## config.mk

```make
export PLATFORM = sky130hd
export DESIGN_NAME = vga_text_fetch
export DESIGN_NICKNAME = d
export VERILOG_FILES = /design/src/rtl/vga_text_fetch.sv
export SDC_FILE = /design/constraint.sdc
export NUM_CORES = 1
export LEC_CHECK = 0
export CAP_MARGIN = 20
export CORE_MARGIN = 8
export CORE_UTILIZATION = 24
export CTS_CLUSTER_DIAMETER = 150
export DETAILED_ROUTE_END_ITERATION = 10
export DONT_BUFFER_PORTS = 1
export PLACE_DENSITY = 0.41
export SLEW_MARGIN = 20
export SYNTH_ARGS = -nofsm -noshare
export SYNTH_HDL_FRONTEND = slang
export SYNTH_SLANG_ARGS = --single-unit
```

## constraint.sdc

```tcl
create_clock -name clk -period 3.35 [get_ports clk]
set_input_delay 0.335 -clock clk [delete_from_list [all_inputs] [get_ports clk]]
set_output_delay 0.335 -clock clk [all_outputs]
set_load 0.03 [all_outputs]
```

## src/rtl/vga_text_fetch.sv

```systemverilog
// 640x480@60 text-mode fetch: VRAM code -> font row -> pixels.
// 32x24 cells of 8x8 glyphs, each pixel doubled, centred in a border.
//
// Ports:
//   clk        pixel clock (also clocks the VRAM read port)
//   reset      asynchronous, active-high
//   vram_addr  registered VRAM read address; vram_q valid 1 clk later
//   font_addr  registered font ROM address {code[6:0], line}
//   font_q     glyph row, MSB leftmost; valid 1 clk after font_addr
//   hsync      active-low horizontal sync
//   vsync      active-low vertical sync
//   de         visible area
//   border     visible pixel outside the text window
//   pixel      text ink
//
// Every output describes the counter position of the previous cycle.
module vga_text_fetch #(
    parameter int COLS      = 32,
    parameter int ROWS      = 24,
    parameter int VRAM_BASE = 0,
    parameter int H_OFS     = 64,
    parameter int V_OFS     = 48
) (
    input  logic        clk,
    input  logic        reset,
    output logic [12:0] vram_addr,
    input  logic [7:0]  vram_q,
    output logic [9:0]  font_addr,
    input  logic [7:0]  font_q,
    output logic        hsync,
    output logic        vsync,
    output logic        de,
    output logic        border,
    output logic        pixel
);

    localparam logic [9:0] H_END = 10'd799;
    localparam logic [9:0] V_END = 10'd524;
    localparam logic [9:0] WX0 = 10'(H_OFS);
    localparam logic [9:0] WX1 = 10'(H_OFS + 16 * COLS);
    localparam logic [9:0] WY0 = 10'(V_OFS);
    localparam logic [9:0] WY1 = 10'(V_OFS + 16 * ROWS);
    localparam logic [9:0] FX0 = 10'(H_OFS - 16);
    localparam logic [9:0] FX1 = 10'(H_OFS + 16 * COLS - 16);
    localparam logic [12:0] BASE = 13'(VRAM_BASE);
    localparam logic [12:0] NCOL = 13'(COLS);

    logic [9:0] hc;
    logic [9:0] vc;

    logic [3:0] p;
    logic [5:0] col_f;
    logic [4:0] row;
    logic [2:0] line;
    logic [2:0] xb;
    logic       vwin;
    logic       win;
    logic       slot;
    logic       vis;

    // Fetch pipeline state
    logic       code7;
    logic [7:0] pat;
    logic       pinv;
    logic [7:0] shifter;
    logic       sinv;

    // Slot phase/column are taken relative to one cell before the window
    // so the fetch for column c completes just as column c is displayed.
    always_comb begin
        p     = 4'(hc - FX0);
        col_f = 6'((hc - FX0) >> 4);
        row   = 5'((vc - WY0) >> 4);
        line  = 3'((vc - WY0) >> 1);
        xb    = 3'((hc - WX0) >> 1);
        vwin  = (vc >= WY0) && (vc < WY1);
        win   = vwin && (hc >= WX0) && (hc < WX1);
        slot  = vwin && (hc >= FX0) && (hc < FX1);
        vis   = (hc < 10'd640) && (vc < 10'd480);
    end

    always_ff @(posedge clk or posedge reset) begin
        if (reset) begin
            hc <= '0;
            vc <= '0;
        end else if (hc == H_END) begin
            hc <= '0;
            vc <= (vc == V_END) ? 10'd0 : vc + 10'd1;
        end else begin
            hc <= hc + 10'd1;
        end
    end

    always_ff @(posedge clk or posedge reset) begin
        if (reset) begin
            hsync  <= 1'b1;
            vsync  <= 1'b1;
            de     <= 1'b0;
            border <= 1'b0;
            pixel  <= 1'b0;
        end else begin
            hsync  <= !((hc >= 10'd656) && (hc <= 10'd751));
            vsync  <= !((vc >= 10'd490) && (vc <= 10'd491));
            de     <= vis;
            border <= vis && !win;
            // ~xb selects bit 7-x[2:0]: leftmost pixel is the MSB
            pixel  <= win && (shifter[~xb] ^ sinv);
        end
    end

    always_ff @(posedge clk or posedge reset) begin
        if (reset) begin
            vram_addr <= '0;
            font_addr <= '0;
            code7     <= 1'b0;
            pat       <= '0;
            pinv      <= 1'b0;
            shifter   <= '0;
            sinv      <= 1'b0;
        end else if (slot) begin
            case (p)
                4'd0: begin
                    vram_addr <= BASE + 13'(row) * NCOL + 13'(col_f);
                end
                4'd2: begin
                    code7     <= vram_q[7];
                    font_addr <= {vram_q[6:0], line};
                end
                4'd4: begin
                    pat  <= font_q;
                    pinv <= code7;
                end
                4'd15: begin
                    shifter <= pat;
                    sinv    <= pinv;
                end
                default: ;
            endcase
        end
    end

endmodule

```

Yosys cells after proc, flatten, opt, wreduce, memory -nomap -nowiden
Index checks and enable logic that the tools add are counted. W data, S select, Z words.

Add/sub/neg operators: 6. Order comparisons: 13. Equality and inequality tests: 5. Multiplexer cells: 4. Bitwise logic cells: 2. Reductions and logical operators: 18.

Operators by type and width (count): $lt A10 B10 Y1 const B (3); $add A10 B1 Y10 const B (2); $eq A10 B10 Y1 const B (2); $ge A10 B6 Y1 const B (2); $lt A10 B9 Y1 const B (2); $mux W10 (2); $add A10 B6 Y11 (1); $ge A10 B10 Y1 const B (1); $ge A10 B7 Y1 const B (1); $ge A10 B9 Y1 const B (1); $le A10 B10 Y1 const B (1); $le A10 B9 Y1 const B (1); $logic_and A1 B1 Y1 (10); $sub A10 B6 Y10 const B (1); $sub A9 B6 Y9 const B (1); $reduce_and A2 Y1 (4); $eq A4 B2 Y1 const B (1); $eq A4 B3 Y1 const B (1); $eq A4 B4 Y1 const B (1); $logic_not A4 Y1 (1); $lt A3 B4 Y1 const B (1); $sub A4 B1 Y4 const B (1); $bmux W1 S3 (1); $logic_not A1 Y1 (3); other kinds (3) (3).

Register bits after elaboration: 67. Bits of input ports: 18. Logic and storage cells: 62.

Logic depth before layout (Yosys ltp)
Gate-level depths: netlist (run 1).

Depth in word-level cells: 6. Depth in mapped cells: 10. Gate-level depth less buffers: 9.

Worst setup path before layout (run 1)
OpenSTA, ideal clock, no wires.

Kind: register to register. Start: reg hc[6]. End: reg vram_addr[9]. Arrival time: 2.418 ns. Data required time: 3.225 ns. Path slack: 0.808 ns. Stages on the path, launching flop included: 11. Period minus slack after synthesis: 2.542 ns. Path through: dfrtp_1 buf_1 nor3_1 a21boi_0 xor2_1 ha_1 ha_1 or4_1 o211ai_1 xor2_1 mux2_2.

Longest elaborated chain between the ends: 4. Elaborated cells between the ends (all ways): 7. Those cells by class: add/sub: 2; order compare: 2; reduce/logical: 3.

Ends and longest elaborated chain: start: declaration (line 48) `logic [9:0] hc;`; start signal: assignment (line 90) `hc <= hc + 10'd1;`; parallel branches: the longest is 4 deep, another holds $add A10 B6 Y11; end signal: assignment (line 123) `vram_addr <= BASE + 13'(row) * NCOL + 13'(col_f);`; end: declaration (line 26) `output logic [12:0] vram_addr,`.

Parallel ways; which one is timed is not known. A chain may end at the register's enable or synchronous reset.

Worst setup path in the final report (run 1)
Ends and elaborated chain as after synthesis.

==> metrics.txt, run 1 <==
outcome finished with violations; violated checks hold timing; period utilization 79.0%; FFs w/ async S/R, synth 100%; Post-CTS Setup Bufs 0; area of the multi-input gates 1610 um2; element type at the critical path end register; Max-cap violations 0; type of element launching the critical path register; Congestion Overflow GR 0; CP max-delay cell dfrtp_1; Placed Instances 457; antenna violations before repair 0; Max Root-Sink Buffers 2; area share of the largest cell type after synthesis 46.4%; Non-Filler Instances 472; Post-Syn Area 3390 um2; Peak Freq 0.378 GHz; ANT nets after route 0; first-pass GRT wire length 12.6 mm; worst skew pair latency 340 ps; count of mapped cells out of synthesis 289; ranking of synthesized cells by area dfrtp_1 (46%), mux2_2 (9.6%), ha_1 (5.5%); dpl cell area 3540 um2; Layout Skew 5.16 ps; critical path type register to register; fill count 1437; setup TNS 0 ps; Slew Viols, Final 0; unique cell type count in the Yosys netlist 58; DRC Markers 0; Sequential Area 1630 um2; CP Cell Sequence nor3_1 -> a21boi_0 -> xor2_1 -> ha_1 -> ha_1 -> or4_1 -> o211ai_1 -> xor2_1 -> mux2_2; CP max FO 14; largest net degree at the start of global routing 32; Max rail drop VDD 0.247 mV; Final Hold Vio Count 19; PortBufs 0; fin nets 321; CORE AREA 13800 um2; Synth area leader dfrtp_1; CTS tree done; WP data arrival 2870 ps; Final Cell Area 3880 um2; CP required 3570 ps; global placement routability congestion 0.765; vias in the first global route 2344; Vias 2208; Initial Utilization 24.5%; crit-path max cell delay 520 ps; Die ar. 18200 um2; Die Y 135 um; Routed WL per cell 16.2 um; drt pass-1 iters 4; total CTS buffers 9; crit path time final 2650 ps; Layout Area Growth over Synthesis 14.4%; Setup Viol. Count Final 0; Post-synth top cells dfrtp_1 (63), mux2_2 (29), nand2_1 (19); Avg Inst Size Synth 11.7 um2; clock slew at reported path FFs 60 ps; root buffer cell clkbuf_16; RSZ-0062 raised after global routing false; post-CTS resize count 0; Routed WL 7.64 mm; vias per cell 4.68; Die Width 135 um; Iter 0 DRT Violations 151; Pwr Density 499 nW/um2; leakage 1.78 nW; most repeated cell in the gate-level netlist after synthesis dfrtp_1; number of synthesized register bits 65; Worst-Margin Slew 700 ps; hpwl dp 5.36 mm; placement row count 43; Global Route Usage Sum 9.02%; TritonCTS Sinks 65; Most used DFF post-synth dfrtp_1; I/O pin cnt 46; ant diodes 0; share of layout cells above drive strength 1 25.0%; number of synthesized flops with an enable pin 0; Hold WC Path Type input port to async pin; # hold bufs at CTS 0; worst-case hold slack -9.87 ps; Yosys warnings 0; H-Tree Depth 3; R2R setup slack 700 ps; max_slew headroom 53.2%; register area share after synthesis 48.0%
[flip-flops by register name, indices dropped and copies added, names as in the netlist]
name and flops:
border 1, code7 1, de 1, font_addr 10
hc 10, hsync 1, pat 8, pinv 1
pixel 1, shifter 8, sinv 1, vc 10
vram_addr 11, vsync 1
[cell families after synthesis]
family	Yosys count	share of synthesized area [%]
AOI/OAI and AO/OA	42	7.74
xor gates and xnor gates	15	3.87
adders and majority gates	15	5.53
buffers and inverters	30	4.83
DFF	65	48.0
muxes	43	16.2
other	1	0.110
and+or+nand+nor	78	13.7
[cell usage in the layout (no fill, tap or decap), types with 5 or more instances in the layout]
master / Yosys / final
nand4_1: 7 / 7
xnor2_1: 6 / 6
mux2_2: 29 / 29
a21oi_1: 13 / 13
mux2_4: 10 / 10
clkbuf_16: 0 / 9
dfrtp_1: 63 / 63
nor2_1: 5 / 5
nor4_1: 5 / 5
o21ai_0: 10 / 10
nand2_1: 19 / 19
xor2_1: 9 / 9
inv_1: 12 / 11
ha_1: 15 / 15
buf_4: 4 / 5
nand3_1: 9 / 9
nor3_1: 9 / 9
[final cells by class]
type / instances / area share (%)
sequential: 65 / 41.9
inverter: 12 / 1.16
clock buffer: 10 / 6.15
clock inverter: 5 / 2.67
timing repair buffer: 5 / 0.966
multi-input combinational: 195 / 41.3
tap: 180 / 5.80
[per-layer routing]
layer	up-vias	global-route usage (%)	share of wire, %
met3	8	4.27	5.7
met2	32	15.3	51
met1	1138	9.42	42
met5	-	0	0
li1	1030	-	-
met4	0	3.68	1.3
[critical path: cells and delay by family, from the launching register on]
kind	cells	cell delay, ps
and+or+nand+nor	2	720
DFF	1	520
adders and majority gates	2	450
AOI/OAI and AO/OA	2	380
muxes	1	270
xor gates and xnor gates	2	200
[metrics by stage]
stage	total power (W)	util (%)	worst slack, ps
2_1_floorplan	0.000849	-	808
3_3_place_gp	0.000858	25.6	755
3_5_place_dp	0.000859	25.6	684
4_1_cts	0.00198	28.1	676
5_1_grt	0.00202	28.1	479
6_report	0.00194	28.1	704
[path summary, 6_finish.rpt]
check / to / startpoint / cells after the start
max: vram_addr[9] / hc[6] / 9
min: font_addr[6] / reset / 1
max reg2reg: vram_addr[9] / hc[6] / 9
min reg2reg: shifter[6] / shifter[6] / 1
max in group asynchronous: vsync / reset / 2
min in group clk: code7 / vram_q[7] / 1
[power breakdown]
| part | total (W) | switching [W] | internal (W) |
|---|---|---|---|
| Clock | 0.00109 | 0.000352 | 0.000742 |
| Combinational | 0.0000325 | 0.0000213 | 0.0000112 |
| Sequential | 0.000810 | 0.0000145 | 0.000795 |
Note: power is estimated with default switching activity, not from simulation.
==> run 2: changes to the inputs <==
--- a/config.mk
+++ b/config.mk
@@ -11,7 +11,7 @@
 export CTS_CLUSTER_DIAMETER = 150
 export DETAILED_ROUTE_END_ITERATION = 10
 export DONT_BUFFER_PORTS = 1
-export PLACE_DENSITY = 0.41
+export PLACE_DENSITY = 0.42
 export SLEW_MARGIN = 20
 export SYNTH_ARGS = -nofsm -noshare
 export SYNTH_HDL_FRONTEND = slang
==> constraint.sdc (replaced) <==
create_clock -name clk -period 2.25 [get_ports clk]
set_input_delay 0.225 -clock clk [delete_from_list [all_inputs] [get_ports clk]]
set_output_delay 0.225 -clock clk [all_outputs]
set_load 0.03 [all_outputs]
==> metrics.txt, run 2 (synthesized netlist as in run 1, its figures left out) <==
Die Y 135 um (unchanged); Max-cap violations 0 (unchanged); Layout Skew 8.33 ps (+3.18 ps); outcome finished clean; dpl cell area 3770 um2 (+6.6%); PortBufs 0 (unchanged); clock slew at reported path FFs 60 ps (about the same); hold path startpoint vram_q[1]; Max rail drop VDD 0.392 mV (+58%); CP required 2470 ps (-1100 ps); H-Tree Depth 3 (unchanged); Hold WC Path Type input port to register; global placement routability congestion 0.829 (+8.3%); crit-path max cell delay 400 ps (-120 ps); antenna violations before repair 0 (unchanged); crit path time final 2190 ps (-454 ps); R2R setup slack 60 ps (-650 ps); worst skew pair latency 340 ps (about the same); Setup Viol. Count Final 0 (unchanged); Post-CTS Setup Bufs 0 (unchanged); Routed WL per cell 15.9 um (-1.9%); Congestion Overflow GR 0 (unchanged); RSZ-0062 raised after global routing true; Top reg by flops vram_addr; Slew Viols, Final 0 (unchanged); vias in the first global route 2299 (-1.9%); I/O pin cnt 46 (unchanged); Peak Freq 0.456 GHz (+21%); max reg flops 11 (unchanged); Routed WL 7.87 mm (+3.1%); Finished Core Util 29.7% (+1.6 points); CP Cell Sequence nor3_4 -> a21boi_2 -> xor2_1 -> ha_2 -> ha_4 -> or4_1 -> o211ai_1 -> xor2_1 -> mux2_2; Worst-Margin Slew 570 ps (-130 ps); leakage 1.89 nW (+6.2%); Layout Area Growth over Synthesis 21.1%; WHS Endpoint font_addr[4]; first-pass GRT wire length 12.7 mm (+0.94%); element type at the critical path end register; placement row count 43 (unchanged); largest net degree at the start of global routing 49 (+53%); share of layout cells above drive strength 1 31.3% (+6.3 points); Initial Utilization 24.5% (unchanged); type of element launching the critical path register; hpwl dp 5.57 mm (+3.8%); Worst R2R Start hc[8]; Die Width 135 um (unchanged); path depth of the worst reg2reg path 9 (unchanged); hold depth 1; CP max-delay cell dfrtp_1; CTS tree done; Die ar. 18200 um2 (unchanged); ANT nets after route 0 (unchanged); CP max FO 4 (-10); total CTS buffers 9 (unchanged); Final Cell Area 4110 um2 (+5.8%); most common cell after layout, fill and taps aside dfrtp_1; period utilization 97.4% (+18 points); Global Route Usage Sum 9.17% (+0.15 points); root buffer cell clkbuf_16; Max Root-Sink Buffers 2 (unchanged); drt pass-1 iters 4 (unchanged); Reg2Reg Capture Point vram_addr[9]; CORE AREA 13800 um2 (unchanged); Final Hold Vio Count 0 (-19); critical path type register to register; vias per cell 4.56 (-2.5%); TritonCTS Sinks 65 (unchanged); max_slew headroom 61.6% (+8.4 points); DRC Markers 0 (unchanged); ant diodes 0 (unchanged); Iter 0 DRT Violations 167 (+11%); Vias 2262 (+2.4%); WP data arrival 2410 ps (-460 ps); cell mode on critical path xor2_1; Pwr Density 673 nW/um2 (+35%); fin nets 344 (+7.2%); commonest non-fill, non-tap cells in the layout dfrtp_1 (63), mux2_2 (29), buf_4 (24), nand2_1 (19)
[run 2: changes by cell type in the layout (fill, tap and decap cells not counted), sizes merged]
cell         previous run  this run
clkbuf                 10        11
dlygate4sd3             0         1
clkinvlp                0         2
clkinv                  2         1
buf                     5        27
bufinv                  3         2
[run 2: layout make-up]
cell class | instances | area [um2]
fill | 1394 | 9720
multi-input combinational | 195 | 1650
sequential | 65 | 1630
timing repair buffer | 28 | 250
clock buffer | 11 | 233
tap | 180 | 225
clock inverter | 5 | 80.1
inverter | 12 | 45.0
[run 2: repair_timing]
item,CTS,global route
hold buffers,1,0
endpoints found under the setup margin,0,21
gates resized for setup,0,2
hold endpoints to repair,17,0
[run 2: routing by layer]
layer | GRT usage (%) | wire length (um)
met5 | 0 | 0
met4 | 6.11 | 246
met2 | 13.7 | 3720
met1 | 11.0 | 3440
met3 | 3.05 | 466
[run 2: through the flow]
stage	setup TNS [ps]	setup slack [ps]	hold WS [ps]	instances	power, W
3_3_place_gp	0	68.0	131	479	0.00128
2_1_floorplan	-14.3	-14.3	374	290	0.00126
3_5_place_dp	0	24.3	150	479	0.00128
5_1_grt	-267	-60.1	20.4	496	0.00287
4_1_cts	0	10.3	12.1	496	0.00282
6_report	0	57.6	29.5	496	0.00277
[run 2: power by group]
| group | internal [W] | total [W] | switching [W] |
|---|---|---|---|
| Combinational | 0.0000191 | 0.0000518 | 0.0000327 |
| Clock | 0.000968 | 0.00151 | 0.000539 |
| Sequential | 0.00118 | 0.00121 | 0.0000220 |
[run 2: critical path: cells and delay by family (launching register included)]
family	cells	cell delay [ps]
and+or+nand+nor	2	580
AOI/OAI and AO/OA	2	300
muxes	1	260
xor gates and xnor gates	2	170
DFF	1	400
adders and majority gates	2	370
[run 2: worst max-delay path by stage]
stage	start	end	slack (ps)	depth (start not counted)
2_1_floorplan	hc[6]	vram_addr[9]	-10	10
3_3_place_gp	hc[8]	vram_addr[9]	70	9
3_5_place_dp	vc[4]	pat[3]	20	6
4_1_cts	vc[4]	pat[3]	10	6
5_1_grt	hc[8]	vram_addr[9]	-60	9
6_report	hc[8]	vram_addr[9]	60	9
